===== src/rtl/ili9341_spi_responder_pkg.sv =====
// ili9341_spi_responder_pkg
//   Shared ILI9341 definitions: command opcodes understood by the responder,
//   the RGB565 pixel colour layout, and the address-window range check.
package ili9341_spi_responder_pkg;

  // Command opcodes (sent with data_commandb = 0).
  typedef enum logic [7:0] {
    NOP   = 8'h00,
    CASET = 8'h2A,
    PASET = 8'h2B,
    RAMWR = 8'h2C
  } ILI9341_register_t;

  // RGB565. The first RAMWR byte of a pixel carries red and the top of green.
  typedef struct packed {
    logic [4:0] red;
    logic [5:0] green;
    logic [4:0] blue;
  } ILI9341_color_t;

  // A CASET/PASET window is accepted only when it is non-empty and its end
  // coordinate lies on the panel.
  function automatic logic window_ok(input logic [15:0] start,
                                     input logic [15:0] stop,
                                     input logic [15:0] limit);
    return (start <= stop) && (stop < limit);
  endfunction

endpackage


===== src/rtl/ili9341_spi_responder_deserializer.sv =====
// spi_peripheral_deserializer
//   Mode-0 SPI receive front end for a peripheral clocked by the system clock.
//   All SPI inputs are oversampled through SYNC_STAGES-deep synchronizers; a
//   rising edge of the synchronized SPI clock shifts in one MOSI bit (MSB
//   first). The eighth bit raises byte_strobe for one clk together with the
//   assembled byte and the data/command flag sampled alongside that bit.
//   Deasserting chip select discards any partial byte.
//
//   Ports
//     clk, rstb      system clock, asynchronous active-low reset
//     spi_csb        chip select, active low
//     spi_clk        SPI clock (idle low, sample on rising edge)
//     spi_mosi       serial data, MSB first
//     spi_dc         side-band flag sampled with the 8th bit
//     byte_strobe    one-cycle pulse when a byte is complete
//     rx_byte        completed byte (valid with byte_strobe)
//     byte_dc        spi_dc captured with the 8th bit
module spi_peripheral_deserializer #(
  parameter int SYNC_STAGES = 2
) (
  input  logic       clk,
  input  logic       rstb,
  input  logic       spi_csb,
  input  logic       spi_clk,
  input  logic       spi_mosi,
  input  logic       spi_dc,
  output logic       byte_strobe,
  output logic [7:0] rx_byte,
  output logic       byte_dc
);

  logic [SYNC_STAGES-1:0] csb_sr;
  logic [SYNC_STAGES-1:0] sclk_sr;
  logic [SYNC_STAGES-1:0] mosi_sr;
  logic [SYNC_STAGES-1:0] dc_sr;

  logic       csb_s;
  logic       sclk_s;
  logic       mosi_s;
  logic       dc_s;
  logic       sclk_prev;
  logic       csb_prev;
  logic       sclk_rise;
  logic       shift_en;
  logic [6:0] shift_reg;
  logic [2:0] bit_cnt;

  // Synchronizers: bit 0 takes the raw pin, the top bit is the clean sample.
  // Chip select resets to its inactive (high) level.
  always_ff @(posedge clk or negedge rstb) begin
    if (!rstb) begin
      csb_sr  <= '1;
      sclk_sr <= '0;
      mosi_sr <= '0;
      dc_sr   <= '0;
    end else begin
      csb_sr  <= (csb_sr  << 1) | SYNC_STAGES'(spi_csb);
      sclk_sr <= (sclk_sr << 1) | SYNC_STAGES'(spi_clk);
      mosi_sr <= (mosi_sr << 1) | SYNC_STAGES'(spi_mosi);
      dc_sr   <= (dc_sr   << 1) | SYNC_STAGES'(spi_dc);
    end
  end

  assign csb_s     = csb_sr[SYNC_STAGES-1];
  assign sclk_s    = sclk_sr[SYNC_STAGES-1];
  assign mosi_s    = mosi_sr[SYNC_STAGES-1];
  assign dc_s      = dc_sr[SYNC_STAGES-1];
  assign sclk_rise = sclk_s & ~sclk_prev;
  // An edge still counts when chip select rises in the very same sample, so a
  // master that releases csb right after its last clock edge loses nothing.
  assign shift_en  = sclk_rise & (~csb_s | ~csb_prev);

  always_ff @(posedge clk or negedge rstb) begin
    if (!rstb) begin
      sclk_prev   <= 1'b0;
      csb_prev    <= 1'b1;
      shift_reg   <= '0;
      bit_cnt     <= '0;
      byte_strobe <= 1'b0;
      rx_byte     <= '0;
      byte_dc     <= 1'b0;
    end else begin
      sclk_prev   <= sclk_s;
      csb_prev    <= csb_s;
      byte_strobe <= 1'b0;
      if (shift_en) begin
        if (bit_cnt == 3'd7) begin
          byte_strobe <= 1'b1;
          rx_byte     <= {shift_reg, mosi_s};
          byte_dc     <= dc_s;
          bit_cnt     <= '0;
        end else begin
          shift_reg <= {shift_reg[5:0], mosi_s};
          bit_cnt   <= bit_cnt + 3'd1;
        end
      end else if (csb_s) begin
        bit_cnt <= '0;
      end
    end
  end

endmodule


===== src/rtl/ili9341_spi_responder.sv =====
// ili9341_spi_responder
//   Receive-side model of the ILI9341 8-bit SPI write link. Bytes from the
//   deserializer are decoded into commands; CASET/PASET update the address
//   window and RAMWR data becomes addressed RGB565 pixel writes that stream
//   through the window in raster order, wrapping at its end.
//
//   Ports
//     clk, rstb        system clock, asynchronous active-low reset
//     spi_csb          chip select, active low
//     spi_clk          SPI clock, mode 0
//     spi_mosi         serial data, MSB first
//     spi_miso         tied low (reads unsupported)
//     data_commandb    1 = data byte, 0 = command byte
//     cmd_valid/cmd    pulse and value of each received command byte
//     pixel_valid      pulse per completed pixel, with pixel_x/y/color
//     frame_done       pulses with the pixel written at (EC,EP)
//     protocol_error   pulse on an incomplete or out-of-range window command
//     dbg_state        current decoder state
//
//   Handshake: there is no back-pressure. Every output pulse is high for
//   exactly one clk, registered one clk after the internal byte strobe, and
//   its companion data outputs are valid in that same cycle and hold until
//   the next pulse of the same kind.
module ili9341_spi_responder
  import ili9341_spi_responder_pkg::*;
#(
  parameter int DISPLAY_WIDTH  = 240,
  parameter int DISPLAY_HEIGHT = 320,
  parameter int SYNC_STAGES    = 2
) (
  input  logic                              clk,
  input  logic                              rstb,
  input  logic                              spi_csb,
  input  logic                              spi_clk,
  input  logic                              spi_mosi,
  output logic                              spi_miso,
  input  logic                              data_commandb,
  output logic                              cmd_valid,
  output logic [7:0]                        cmd,
  output logic                              pixel_valid,
  output logic [$clog2(DISPLAY_WIDTH)-1:0]  pixel_x,
  output logic [$clog2(DISPLAY_HEIGHT)-1:0] pixel_y,
  output ILI9341_color_t                    pixel_color,
  output logic                              frame_done,
  output logic                              protocol_error,
  output logic [2:0]                        dbg_state
);

  localparam int XW = $clog2(DISPLAY_WIDTH);
  localparam int YW = $clog2(DISPLAY_HEIGHT);
  localparam logic [15:0]   WIDTH_LIMIT  = 16'(DISPLAY_WIDTH);
  localparam logic [15:0]   HEIGHT_LIMIT = 16'(DISPLAY_HEIGHT);
  localparam logic [XW-1:0] X_LAST       = XW'(DISPLAY_WIDTH - 1);
  localparam logic [YW-1:0] Y_LAST       = YW'(DISPLAY_HEIGHT - 1);

  typedef enum logic [2:0] {
    S_IDLE     = 3'd0,
    S_CASET    = 3'd1,
    S_PASET    = 3'd2,
    S_RAMWR_HI = 3'd3,
    S_RAMWR_LO = 3'd4,
    S_IGNORE   = 3'd5
  } state_t;

  logic       byte_strobe;
  logic [7:0] rx_byte;
  logic       byte_dc;

  spi_peripheral_deserializer #(
    .SYNC_STAGES (SYNC_STAGES)
  ) u_deser (
    .clk         (clk),
    .rstb        (rstb),
    .spi_csb     (spi_csb),
    .spi_clk     (spi_clk),
    .spi_mosi    (spi_mosi),
    .spi_dc      (data_commandb),
    .byte_strobe (byte_strobe),
    .rx_byte     (rx_byte),
    .byte_dc     (byte_dc)
  );

  // Registered state and its next-state copies.
  state_t         state, state_n;
  logic [XW-1:0]  sc, sc_n, ec, ec_n, cur_x, cur_x_n;
  logic [YW-1:0]  sp, sp_n, ep, ep_n, cur_y, cur_y_n;
  logic [1:0]     par_cnt, par_cnt_n;
  logic [15:0]    par_start, par_start_n;
  logic [7:0]     par_end_hi, par_end_hi_n;
  logic [7:0]     color_hi, color_hi_n;
  logic           cmd_valid_n, pixel_valid_n, frame_done_n, perr_n;
  logic [7:0]     cmd_n;
  logic [XW-1:0]  pixel_x_n;
  logic [YW-1:0]  pixel_y_n;
  ILI9341_color_t pixel_color_n;
  logic [15:0]    end_word;

  assign spi_miso  = 1'b0;
  assign dbg_state = state;

  always_ff @(posedge clk or negedge rstb) begin
    if (!rstb) begin
      state          <= S_IDLE;
      sc             <= '0;
      ec             <= X_LAST;
      sp             <= '0;
      ep             <= Y_LAST;
      cur_x          <= '0;
      cur_y          <= '0;
      par_cnt        <= '0;
      par_start      <= '0;
      par_end_hi     <= '0;
      color_hi       <= '0;
      cmd_valid      <= 1'b0;
      cmd            <= '0;
      pixel_valid    <= 1'b0;
      pixel_x        <= '0;
      pixel_y        <= '0;
      pixel_color    <= '0;
      frame_done     <= 1'b0;
      protocol_error <= 1'b0;
    end else begin
      state          <= state_n;
      sc             <= sc_n;
      ec             <= ec_n;
      sp             <= sp_n;
      ep             <= ep_n;
      cur_x          <= cur_x_n;
      cur_y          <= cur_y_n;
      par_cnt        <= par_cnt_n;
      par_start      <= par_start_n;
      par_end_hi     <= par_end_hi_n;
      color_hi       <= color_hi_n;
      cmd_valid      <= cmd_valid_n;
      cmd            <= cmd_n;
      pixel_valid    <= pixel_valid_n;
      pixel_x        <= pixel_x_n;
      pixel_y        <= pixel_y_n;
      pixel_color    <= pixel_color_n;
      frame_done     <= frame_done_n;
      protocol_error <= perr_n;
    end
  end

  always_comb begin
    state_n       = state;
    sc_n          = sc;
    ec_n          = ec;
    sp_n          = sp;
    ep_n          = ep;
    cur_x_n       = cur_x;
    cur_y_n       = cur_y;
    par_cnt_n     = par_cnt;
    par_start_n   = par_start;
    par_end_hi_n  = par_end_hi;
    color_hi_n    = color_hi;
    cmd_valid_n   = 1'b0;
    cmd_n         = cmd;
    pixel_valid_n = 1'b0;
    pixel_x_n     = pixel_x;
    pixel_y_n     = pixel_y;
    pixel_color_n = pixel_color;
    frame_done_n  = 1'b0;
    perr_n        = 1'b0;
    end_word      = {par_end_hi, rx_byte};

    if (byte_strobe) begin
      if (!byte_dc) begin
        cmd_valid_n = 1'b1;
        cmd_n       = rx_byte;
        par_cnt_n   = '0;
        // Still in a window state means fewer than four parameters arrived;
        // the old window is kept because nothing was committed yet.
        if (state == S_CASET || state == S_PASET) perr_n = 1'b1;
        case (rx_byte)
          CASET:   state_n = S_CASET;
          PASET:   state_n = S_PASET;
          RAMWR: begin
            state_n = S_RAMWR_HI;
            cur_x_n = sc;
            cur_y_n = sp;
          end
          NOP:     state_n = S_IDLE;
          default: state_n = S_IGNORE;
        endcase
      end else begin
        case (state)
          S_CASET, S_PASET: begin
            par_cnt_n = par_cnt + 2'd1;
            case (par_cnt)
              2'd0:    par_start_n[15:8] = rx_byte;
              2'd1:    par_start_n[7:0]  = rx_byte;
              2'd2:    par_end_hi_n      = rx_byte;
              default: begin
                state_n = S_IGNORE;
                if (state == S_CASET) begin
                  if (window_ok(par_start, end_word, WIDTH_LIMIT)) begin
                    sc_n = par_start[XW-1:0];
                    ec_n = end_word[XW-1:0];
                  end else begin
                    perr_n = 1'b1;
                  end
                end else begin
                  if (window_ok(par_start, end_word, HEIGHT_LIMIT)) begin
                    sp_n = par_start[YW-1:0];
                    ep_n = end_word[YW-1:0];
                  end else begin
                    perr_n = 1'b1;
                  end
                end
              end
            endcase
          end
          S_RAMWR_HI: begin
            color_hi_n = rx_byte;
            state_n    = S_RAMWR_LO;
          end
          S_RAMWR_LO: begin
            pixel_valid_n = 1'b1;
            pixel_x_n     = cur_x;
            pixel_y_n     = cur_y;
            pixel_color_n = ILI9341_color_t'({color_hi, rx_byte});
            frame_done_n  = (cur_x == ec) && (cur_y == ep);
            // Raster advance inside the window, wrapping to its origin.
            if (cur_x == ec) begin
              cur_x_n = sc;
              cur_y_n = (cur_y == ep) ? sp : cur_y + YW'(1);
            end else begin
              cur_x_n = cur_x + XW'(1);
            end
            state_n = S_RAMWR_HI;
          end
          default: ;
        endcase
      end
    end
  end

endmodule


===== config.mk =====
export PLATFORM = sky130hd
export DESIGN_NAME = ili9341_spi_responder
export DESIGN_NICKNAME = d
export VERILOG_FILES = /design/src/rtl/ili9341_spi_responder_pkg.sv /design/src/rtl/ili9341_spi_responder_deserializer.sv /design/src/rtl/ili9341_spi_responder.sv
export SDC_FILE = /design/constraint.sdc
export NUM_CORES = 1
export LEC_CHECK = 0
export ABC_AREA = 1
export ABC_CLOCK_PERIOD_IN_PS = 2100
export CAP_MARGIN = 20
export CORE_ASPECT_RATIO = 1.5
export CORE_MARGIN = 1
export CORE_UTILIZATION = 53
export CTS_CLUSTER_SIZE = 40
export DETAILED_ROUTE_END_ITERATION = 10
export HOLD_SLACK_MARGIN = 0.02
export MAX_ROUTING_LAYER = met4
export PLACE_DENSITY = 0.76
export SLEW_MARGIN = 20
export SYNTH_ARGS = -nofsm -noshare
export SYNTH_HDL_FRONTEND = slang
export SYNTH_SLANG_ARGS = --single-unit
export TNS_END_PERCENT = 50

===== constraint.sdc =====
create_clock -name clk -period 2.1 [get_ports clk]
set_clock_uncertainty 0.1 [all_clocks]
set_input_delay 0.42 -clock clk [delete_from_list [all_inputs] [get_ports clk]]
set_output_delay 0.42 -clock clk [all_outputs]
set_load 0.05 [all_outputs]

==> impl_results.md, run 1 <==
* Status: finished, violations left
* Failing checks: setup timing
* WL final at 17100 um
* Die area at 14000 sq um
* Initial antenna violation count at 0
* Library cells used by synthesis at 40
* H-tree Lvls at 4
* CTS max path bufs at 2
* Via Count at 5707
* Antenna violation net count after detailed routing at 0
* Most used DFF post-synth: dfrtp_1
* Detailed placer's ending HPWL at 11400 um
* Clock Sink Count at 163
* CTS tree: yes
* RSZ-0062 raised after global routing: yes
* Tmin final at 2100 ps
* Latest clock arrival within the worst-skew pair at 430 ps
* PortBufs at 53
* Row cnt at 51
* EDFF count, synth at 0
* Max Clk Rate at 476 MHz
* GRT Residual Overflow at 0
* CORE AREA at 13100 sq um
* Post-DP Area at 8040 sq um
* Dpl ws at 53.2 ps
* Fin crit share at 1.00
* Max-capacitance violation count at 0
* WP data required at 2300 ps
* Mean number of vias per cell at 5.50
* Post-detailed-route wirelength per cell at 16.5 um
* Sequential-to-total area share from yosys stat at 0.571
* Layout cells sized above 1 at 0.169
* Hold Crit Class: flip-flop to flip-flop
* Synth Net Count at 809
* Final GP Congestion at 0.930
* GRT Total Usage at 0.260
* Setup CP Type: flip-flop to flip-flop
* Critical path launch point type: flip-flop
* Nets at 895
* Post-layout instance area at 8910 sq um
* Global-route wire length before repair at 27400 um
* Ys async rst share at 1.00
* Number of global-route vias before repair at 5663
* Max-slew violations at 0
* Number of fill cells in the layout at 992
* R2R Setup Slk at -2 ps
* CTS buffer count at 17
* Clock Pin Slew Worst Setup and Hold Paths at 70 ps
* Io pins at 55
* Overall power at 6.45 mW
* TritonRoute pass-1 iters at 5
* Initial Util at 0.549
* Synth top area share at 0.509
* Setup ws final at -1.97 ps
* Final Setup Violations at 1
* CP endpoint kind: flip-flop
* Setup TNS at -1.97 ps
* Finished Core Util at 0.681
* Slew Limit Headroom at 0.658
* Largest net degree at the start of global routing at 56
* Top flop regs: par_start x16, pixel_color x16
* Syn_area_per_cell at 9.22 sq um
* Highest net fanout along the worst path at 8
* Clk root buf: clkbuf_16
* Layout area overhead at 24.1%
* Synth Warn # at 0
* DRC viols at 0
* P_leak at 4.53 nW
* Initial drt markers at 371
* WP data arrival at 2300 ps
* Syn Inst Count at 779
* Largest area contributor in the netlist: dfrtp_1
* Fin. Hold Viols at 0
* Worst-margin pin slew at 512 ps
* Worst vdd ir at 0.524 mV
* Die X at 97.0 um
* PD cells at 724 nW/um^2
* Die height at 145 um
* FF+latch count, synth at 163
* Synth top area cells: dfrtp_1 51%, nand2_1 12%, o21ai_0 7.1%
* Mapped cell area at 7180 sq um
cells in the final DEF (no fill, tap or decap), types with 6 or more instances in the layout:
cell	synthesis	routed
buf_4	1	40
nand4_1	6	6
clkbuf_16	0	19
ha_4	0	7
dlymetal6s2s_1	0	10
nand2_1	227	213
dfrtp_1	146	146
nand3_1	30	30
o21ai_0	102	94
xnor2_1	8	8
o21ai_2	3	6
o211ai_1	9	9
nor3_1	6	6
nand2_2	4	15
inv_1	49	47
a21oi_1	21	19
dfstp_2	17	17
clkinv_2	0	6
nor2_1	38	37
o21ai_1	13	18
xor2_1	19	19
dlygate4sd2_1	0	32
ha_1	24	17
layout make-up:
cell class | instances | area [sq um] | share of cell area
clock inverters | 14 | 150 | 0.0169
well taps | 159 | 199 | 0.0223
inverters | 58 | 221 | 0.0249
repair buffers | 96 | 918 | 0.103
clock buffers | 18 | 439 | 0.0493
multi-input cells | 529 | 2880 | 0.323
flip-flops and latches | 163 | 4100 | 0.460
diodes | 1 | 2.50 | 0.000281
per-layer routing:
layer	share of wire	routed length, um	vias to the layer above	GRT usage
met5	0	0	-	-
met4	0.037	635	0	0.114
met3	0.033	573	41	0.0474
met2	0.53	9120	136	0.460
met1	0.40	6790	2809	0.289
li1	-	-	2721	-
logic make-up (layout without fill, tap and decap cells):
kind of cell             Yosys count  count (layout)  share of synthesized area
AO/OA/AOI/OAI                    158             158                      0.120
XOR/XNOR                          27              27                     0.0329
adder cells (fa/ha/maj)           24              24                     0.0418
buffers and inverters             87             186                     0.0505
flip-flops                       163             163                      0.571
other                              1               2                   0.000522
AND/OR/NAND/NOR                  319             319                      0.183
power breakdown:
part           total (mW)  switching [mW]  internal (mW)
logic               0.132          0.0941         0.0378
registers            3.22          0.0300           3.19
clock network        3.10            1.30           1.80
synthesized netlist by cell type (3+ instances only):
cell type,count
inv_2,3
nand2_2,4
a21oi_1,21
buf_2,14
xnor2_1,8
o21ai_1,13
clkbuf_1,11
o211ai_1,9
nand2_1,227
nand3_1,30
o21ai_0,102
nor3_1,6
dfstp_2,17
xor2_1,19
inv_1,49
clkinv_1,6
nor2_1,38
o21ai_2,3
nand4_1,6
dfrtp_1,146
ha_1,24
stage by stage:
stage          std cells  hold slack, ps
4_1_cts             1026             253
5_1_grt             1037             254
3_5_place_dp         993             237
2_1_floorplan        779            24.4
6_report            1038             252
3_3_place_gp         993             237
critical path, stage by stage (launching register included):
cell and delay, ps:
dfrtp_1 400, inv_1 110, ha_4 210, nand2_1 60
nand2_1 70, nand3_1 90, nand2_1 70, a21oi_2 130
nand2_1 70, nand2_2 90, nand2_2 60, inv_2 80
nand2_4 100, buf_12 160, nand2_1 80, o21ai_1 80
path summary, 6_finish.rpt:
check | start | depth (start not counted) | endpoint
setup / recovery | par_end_hi[1] | 15 | ep[6]
hold / removal | u_deser.mosi_sr[0] | 0 | u_deser.mosi_sr[1]
setup reg to reg | par_end_hi[1] | 15 | ep[6]
hold reg to reg | u_deser.mosi_sr[0] | 0 | u_deser.mosi_sr[1]
max in group asynchronous | rstb | 3 | ep[0]
min in group asynchronous | rstb | 2 | u_deser.mosi_sr[0]
repair_timing:
item | 4_1_cts | 5_1_grt
cloned | 0 | 3
setup endpoints to repair | 32 | 51
resized for setup | 32 | 49
buffers inserted | 0 | 8
hold buffers | 1 | 0
pin swaps | 0 | 7
hold endpoints to repair | 36 | 0
Power figures use the tool's default switching activity.
==> run 2, diff against run 1 <==
--- a/config.mk
+++ b/config.mk
@@ -16,6 +16,7 @@
 export HOLD_SLACK_MARGIN = 0.02
 export MAX_ROUTING_LAYER = met4
 export PLACE_DENSITY = 0.76
+export SKIP_CTS_REPAIR_TIMING = 1
 export SLEW_MARGIN = 20
 export SYNTH_ARGS = -nofsm -noshare
 export SYNTH_HDL_FRONTEND = slang
==> run 2 against run 1 <==
Net effect:
- the run now ends clean
- critical path depth is the same
- critical endpoint is now sp[6]
- sequential power about the same
- register-to-register slack better by 40 ps
- sequential share of layout area shrank 0.54 points
- worst hold slack got worse by 1.5 ps
- routed wire length is essentially flat
- combinational power barely moved
- utilization is 0.80 points higher
- non-clock buffer count is the same
==> impl_results.md, run 2 (synthesis results as in run 1) <==
* Busiest grt layer: met2
* CP peak stage delay at 400 ps
* Multi-input logic area at 2860 sq um
* Antenna violation net count after detailed routing at 0
* Crit. Startpoint: par_end_hi[1]
* CTS tree: yes
* Net Sw Frac at 0.221
* Hold Path End: u_deser.mosi_sr[1]
* WP data arrival at 2280 ps
* Max Clk Rate at 484 MHz
* Internal power at 5.02 mW
* Layout area overhead at 25.5%
* Critical path launch point type: flip-flop
* Slowest stage cell on the critical path: dfrtp_1
* GRT met3 Usage at 0.0469
* Reg-to-reg endpoint: sp[6]
* Fin crit share at 0.984
* CP endpoint kind: flip-flop
* CORE AREA at 13100 sq um
* Layout cells sized above 1 at 0.165
* Mean number of vias per cell at 5.48
* Max-slew violations at 0
* Global-route wire length before repair at 27400 um
* Hold Crit Depth at 0
* Reg2reg start: par_end_hi[1]
* P_leak at 4.97 nW
* Hold Crit Class: flip-flop to flip-flop
* Clock Pin Slew Worst Setup and Hold Paths at 70 ps
* Initial antenna violation count at 0
* Final Setup Violations at 0
* Row cnt at 51
* WL final at 17100 um
* Final GP Congestion at 0.930
* Setup CP Type: flip-flop to flip-flop
* Register area at 4100 sq um
* DRC viols at 0
* Io pins at 55
* Max-capacitance violation count at 0
* Most common cell after layout, fill and taps aside: nand2_1
* Nets at 895
* Via Count at 5684
* TritonRoute pass-1 iters at 5
* Finished Core Util at 0.689
* Highest net fanout along the worst path at 7
* Clock Sink Count at 163
* Tmin final at 2070 ps
* NetSw at 1.42 mW
* PD cells at 715 nW/um^2
* Worst vdd ir at 0.527 mV
* Flop pwr share at 0.500
* CP cell instances: inv_1, ha_4, nand2_1, nand2_1, nand3_1, nand2_1, a21oi_2, nand2_1, nand2_2, nand2_2, inv_2, nand2_4, clkbuf_16, nand2_2, nand2_1
* H-tree Lvls at 4
* GRT Residual Overflow at 0
* Commonest non-fill, non-tap cells in the layout: 214 x nand2_1, 146 x dfrtp_1, 94 x o21ai_0
* CTS buffer count at 17
* Die area at 14000 sq um
* Met1 track demand over resource at 0.289
* Die X at 97.0 um
* Initial Util at 0.549
* Die height at 145 um
* Number of fill cells in the layout at 946
* Post-DP Area at 8040 sq um
* Initial drt markers at 324
* Worst-margin pin slew at 521 ps
* Largest net degree at the start of global routing at 56
* Latest clock arrival within the worst-skew pair at 430 ps
* R2R depth at 15
* Fin. Hold Viols at 0
* PortBufs at 53
* Slew Limit Headroom at 0.652
* Number of global-route vias before repair at 5667
* Logic pwr share at 0.020
* Detailed placer's ending HPWL at 11400 um
* CTS max path bufs at 2
* HP Start: u_deser.mosi_sr[0]
* Status: completed
* M2 GR Usage at 0.460
* Critical Path Most Common Cell: nand2_1
* R2R Setup Slk at 30 ps
* RSZ-0062 raised after global routing: yes
* Post-detailed-route wirelength per cell at 16.5 um
* Post-layout instance area at 9010 sq um
* Top flop regs: par_start x16, pixel_color x16
* GRT Total Usage at 0.260
* Clk root buf: clkbuf_16
* WP data required at 2310 ps
* Clk pwr share at 0.480
run 2: cell count changes in the layout (fill, tap and decap cells not counted):
| cell | change |
|---|---|
| dlygate4sd2_1 | -32 |
| dlymetal6s2s_1 | +32 |
| o21ai_1 | +2 |
| o21ai_2 | -2 |
| nand2_1 | +1 |
| nand2_4 | -1 |
run 2: final cells by class:
class / count / area share
Multi-Input combinational cell: 529 / 0.317
Clock inverter: 14 / 0.0167
Tap cell: 159 / 0.0221
Sequential cell: 163 / 0.455
Inverter: 58 / 0.0246
Antenna cell: 1 / 0.000278
Clock buffer: 18 / 0.0487
Timing Repair Buffer: 96 / 0.115
run 2: through the flow:
stage                     hold WS, ps  TNS, ps  power, mW  worst slack, ps  instances
after floorplan                  24.4        0       3.31             5.75        779
after global routing              254     -905       6.65            -83.0       1037
after CTS                        -170     -500       6.48            -42.1       1025
after global placement            237        0       3.40              131        993
final                             250        0       6.44             33.8       1038
after detailed placement          237        0       3.41             53.2        993
run 2: metal layers:
layer	up-vias	share of wire	routed length (um)
met5	-	0	0
met4	0	0.029	496
met3	30	0.030	517
met2	120	0.54	9200
met1	2821	0.40	6920
li1	2713	-	-
run 2: worst max-delay path by stage:
stage                    endpoint  slack [ps]  cells after the start
finish                      sp[6]          30                     15
global route        par_end_hi[0]         -80                      5
CTS                    pixel_y[0]         -40                      1
detailed placement          ep[3]          50                     16
global placement            ep[6]         130                     14
floorplan                   sp[2]           6                     19
run 2: power by group through the flow:
stage	Combinational [mW]	Clock [mW]	Sequential (mW)
3_3_place_gp	0.127	0	3.27
5_1_grt	0.155	3.27	3.22
2_1_floorplan	0.0416	0	3.27
6_report	0.132	3.09	3.22
4_1_cts	0.136	3.12	3.22
3_5_place_dp	0.136	0	3.27
run 2: worst max-delay path, delay by kind of cell, from the launching register on:
kind | cells | cell delay (ps)
adder cells (fa/ha/maj) | 1 | 210
AO/OA/AOI/OAI | 1 | 130
buffers and inverters | 3 | 380
flip-flops | 1 | 400
AND/OR/NAND/NOR | 10 | 720
==> run 3, diff against run 2 <==
--- a/config.mk
+++ b/config.mk
@@ -8,14 +8,16 @@
 export ABC_AREA = 1
 export ABC_CLOCK_PERIOD_IN_PS = 2100
 export CAP_MARGIN = 20
+export CELL_PAD_IN_SITES_DETAIL_PLACEMENT = 2
+export CELL_PAD_IN_SITES_GLOBAL_PLACEMENT = 2
 export CORE_ASPECT_RATIO = 1.5
 export CORE_MARGIN = 1
-export CORE_UTILIZATION = 53
+export CORE_UTILIZATION = 33
 export CTS_CLUSTER_SIZE = 40
 export DETAILED_ROUTE_END_ITERATION = 10
 export HOLD_SLACK_MARGIN = 0.02
 export MAX_ROUTING_LAYER = met4
-export PLACE_DENSITY = 0.76
+export PLACE_DENSITY_LB_ADDON = 0.1
 export SKIP_CTS_REPAIR_TIMING = 1
 export SLEW_MARGIN = 20
 export SYNTH_ARGS = -nofsm -noshare
==> run 3 against run 2 <==
Net effect:
- clock-buffer cell count increased by 1
- the flow now finishes with violations (setup timing)
- power down 1.0%
- clock power shrank 2%
- worst hold slack worse by 0.92 ps
- routed wire length is 27% higher
- setup slack got worse by 43 ps
- final cell count is 12% higher
- via count increased by 1.1%
==> impl_results.md, run 3 (synthesis results as in run 1) <==
* WP data required at 2360 ps
* Clock Pin Slew Worst Setup and Hold Paths at 70 ps
* Row cnt at 65
* Critical Path Most Common Cell: nand2_1
* GRT Total Usage at 0.215
* Global-route wire length before repair at 35300 um
* Fin. Hold Viols at 0
* Status: finished, violations left
* Post-detailed-route wirelength per cell at 18.7 um
* CORE AREA at 21100 sq um
* Number of global-route vias before repair at 6465
* Layout area overhead at 30.6%
* Number of fill cells in the layout at 2301
* Layout cells sized above 1 at 0.205
* Worst-margin pin slew at 590 ps
* Critical path launch point type: flip-flop
* CTS tree: yes
* CP peak stage delay at 420 ps
* TritonRoute pass-1 iters at 4
* Detailed placer's ending HPWL at 15200 um
* CTS max path bufs at 2
* Die X at 122 um
* R2R depth at 12
* Reg2reg start: par_start[11]
* H-tree Lvls at 4
* R2R Setup Slk at -9 ps
* Latest clock arrival within the worst-skew pair at 440 ps
* Hold Crit Class: flip-flop to flip-flop
* Slowest stage cell on the critical path: dfrtp_1
* Final GP Congestion at 0.833
* Die height at 183 um
* Register area at 4100 sq um
* CP cell instances: ha_4, nand4_1, nor3_2, nand2_1, nand2_1, nand2_2, nand2_2, inv_2, nand2_4, clkbuf_16, nand2_1, o21ai_1
* GRT Residual Overflow at 0
* Highest net fanout along the worst path at 7
* Commonest non-fill, non-tap cells in the layout: 207 x nand2_1, 146 x dfrtp_1, 93 x o21ai_0
* Worst Path Buf+Inv at 2
* Via Count at 5747
* Worst vdd ir at 0.515 mV
* Nets at 913
* CP endpoint kind: flip-flop
* Initial drt markers at 140
* Die area at 22400 sq um
* Io pins at 55
* Reg-to-reg endpoint: ep[1]
* Initial antenna violation count at 0
* PortBufs at 53
* Top flop regs: par_start x16, pixel_color x16
* Fin crit share at 1.00
* Crit. Startpoint: par_start[11]
* Tmin final at 2110 ps
* Final Setup Violations at 3
* Mean number of vias per cell at 4.94
* WP data arrival at 2370 ps
* Clock Sink Count at 163
* Largest net degree at the start of global routing at 56
* PD cells at 680 nW/um^2
* HP Start: u_deser.dc_sr[0]
* Initial Util at 0.340
* Multi-input logic area at 2960 sq um
* Setup CP Type: flip-flop to flip-flop
* CP delay by family, top: simple AND/OR/NAND/NOR gates
* Setup ws final at -9.34 ps
* Slew Limit Headroom at 0.607
* CTS buffer count at 17
* Post-DP Area at 8340 sq um
* Post-layout instance area at 9380 sq um
* Max-capacitance violation count at 0
* Hold Crit Depth at 0
* Max-slew violations at 0
* Clk root buf: clkbuf_16
* Most common cell after layout, fill and taps aside: nand2_1
* Overall power at 6.37 mW
* CP endpoint: ep[1]
* Antenna violation net count after detailed routing at 0
* RSZ-0062 raised after global routing: yes
* Crit path depth at 12
* Failing checks: setup timing
* P_leak at 5.09 nW
* WL final at 21700 um
* Max Clk Rate at 474 MHz
* DRC viols at 0
* Ant. Diodes at 0
-- run 3: cell types whose count changed in the layout (fill, tap and decap cells not counted), sizes merged --
cell	before	now
buf	46	64
bufinv	2	0
clkbuf	20	21
clkdlybuf4s50	5	4
clkinv	10	11
clkinvlp	3	2
diode	1	0
dlymetal6s2s	42	43
inv	57	58
-- run 3: layout make-up --
type	count	area share
clock buffer	19	0.0483
multi-input combinational	529	0.316
timing repair buffer	114	0.126
clock inverter	13	0.0129
tap	268	0.0358
inverter	58	0.0236
sequential	163	0.437
-- run 3: metrics by stage --
stage	utilization	worst slack, ps	TNS, ps	cells	hold WS [ps]
global route	0.444	-121	-1520	1164	260
floorplan	-	5.75	0	779	24.4
CTS	0.421	-255	-8010	1155	-139
finish	0.444	-9.34	-15.1	1164	249
detailed placement	0.394	-222	-4540	1123	237
global placement	0.394	-93.5	-1510	1123	233
-- run 3: worst reg2reg max path, cell delays in order, from the launching register on --
cell	delay (ps)
dfrtp_1	420
ha_4	300
nand4_1	130
nor3_2	250
nand2_1	100
nand2_1	90
nand2_2	80
nand2_2	80
inv_2	50
nand2_4	110
clkbuf_16	180
nand2_1	60
o21ai_1	90
-- run 3: where the power goes --
| part | leakage (nW) | internal [mW] | switching (mW) |
|---|---|---|---|
| logic | 2.62 | 0.0404 | 0.0990 |
| clock network | 0.276 | 1.62 | 1.40 |
| registers | 2.19 | 3.19 | 0.0312 |
| total | 5.09 | 4.84 | 1.53 |
-- run 3: how the worst min path moves through the flow --
| stage | endpoint |
|---|---|
| after floorplan | cmd[0] |
| after CTS | cur_y[2] |
| final | u_deser.dc_sr[1] |
| after global routing | u_deser.mosi_sr[1] |
| after global placement | u_deser.mosi_sr[1] |
| after detailed placement | u_deser.dc_sr[1] |
-- run 3: metal layers --
metal,up-vias,part of all wire,GRT usage
met5,-,0,-
met4,0,0.029,0.0805
met3,28,0.026,0.0338
met2,79,0.54,0.374
met1,2901,0.41,0.246
li1,2739,-,-
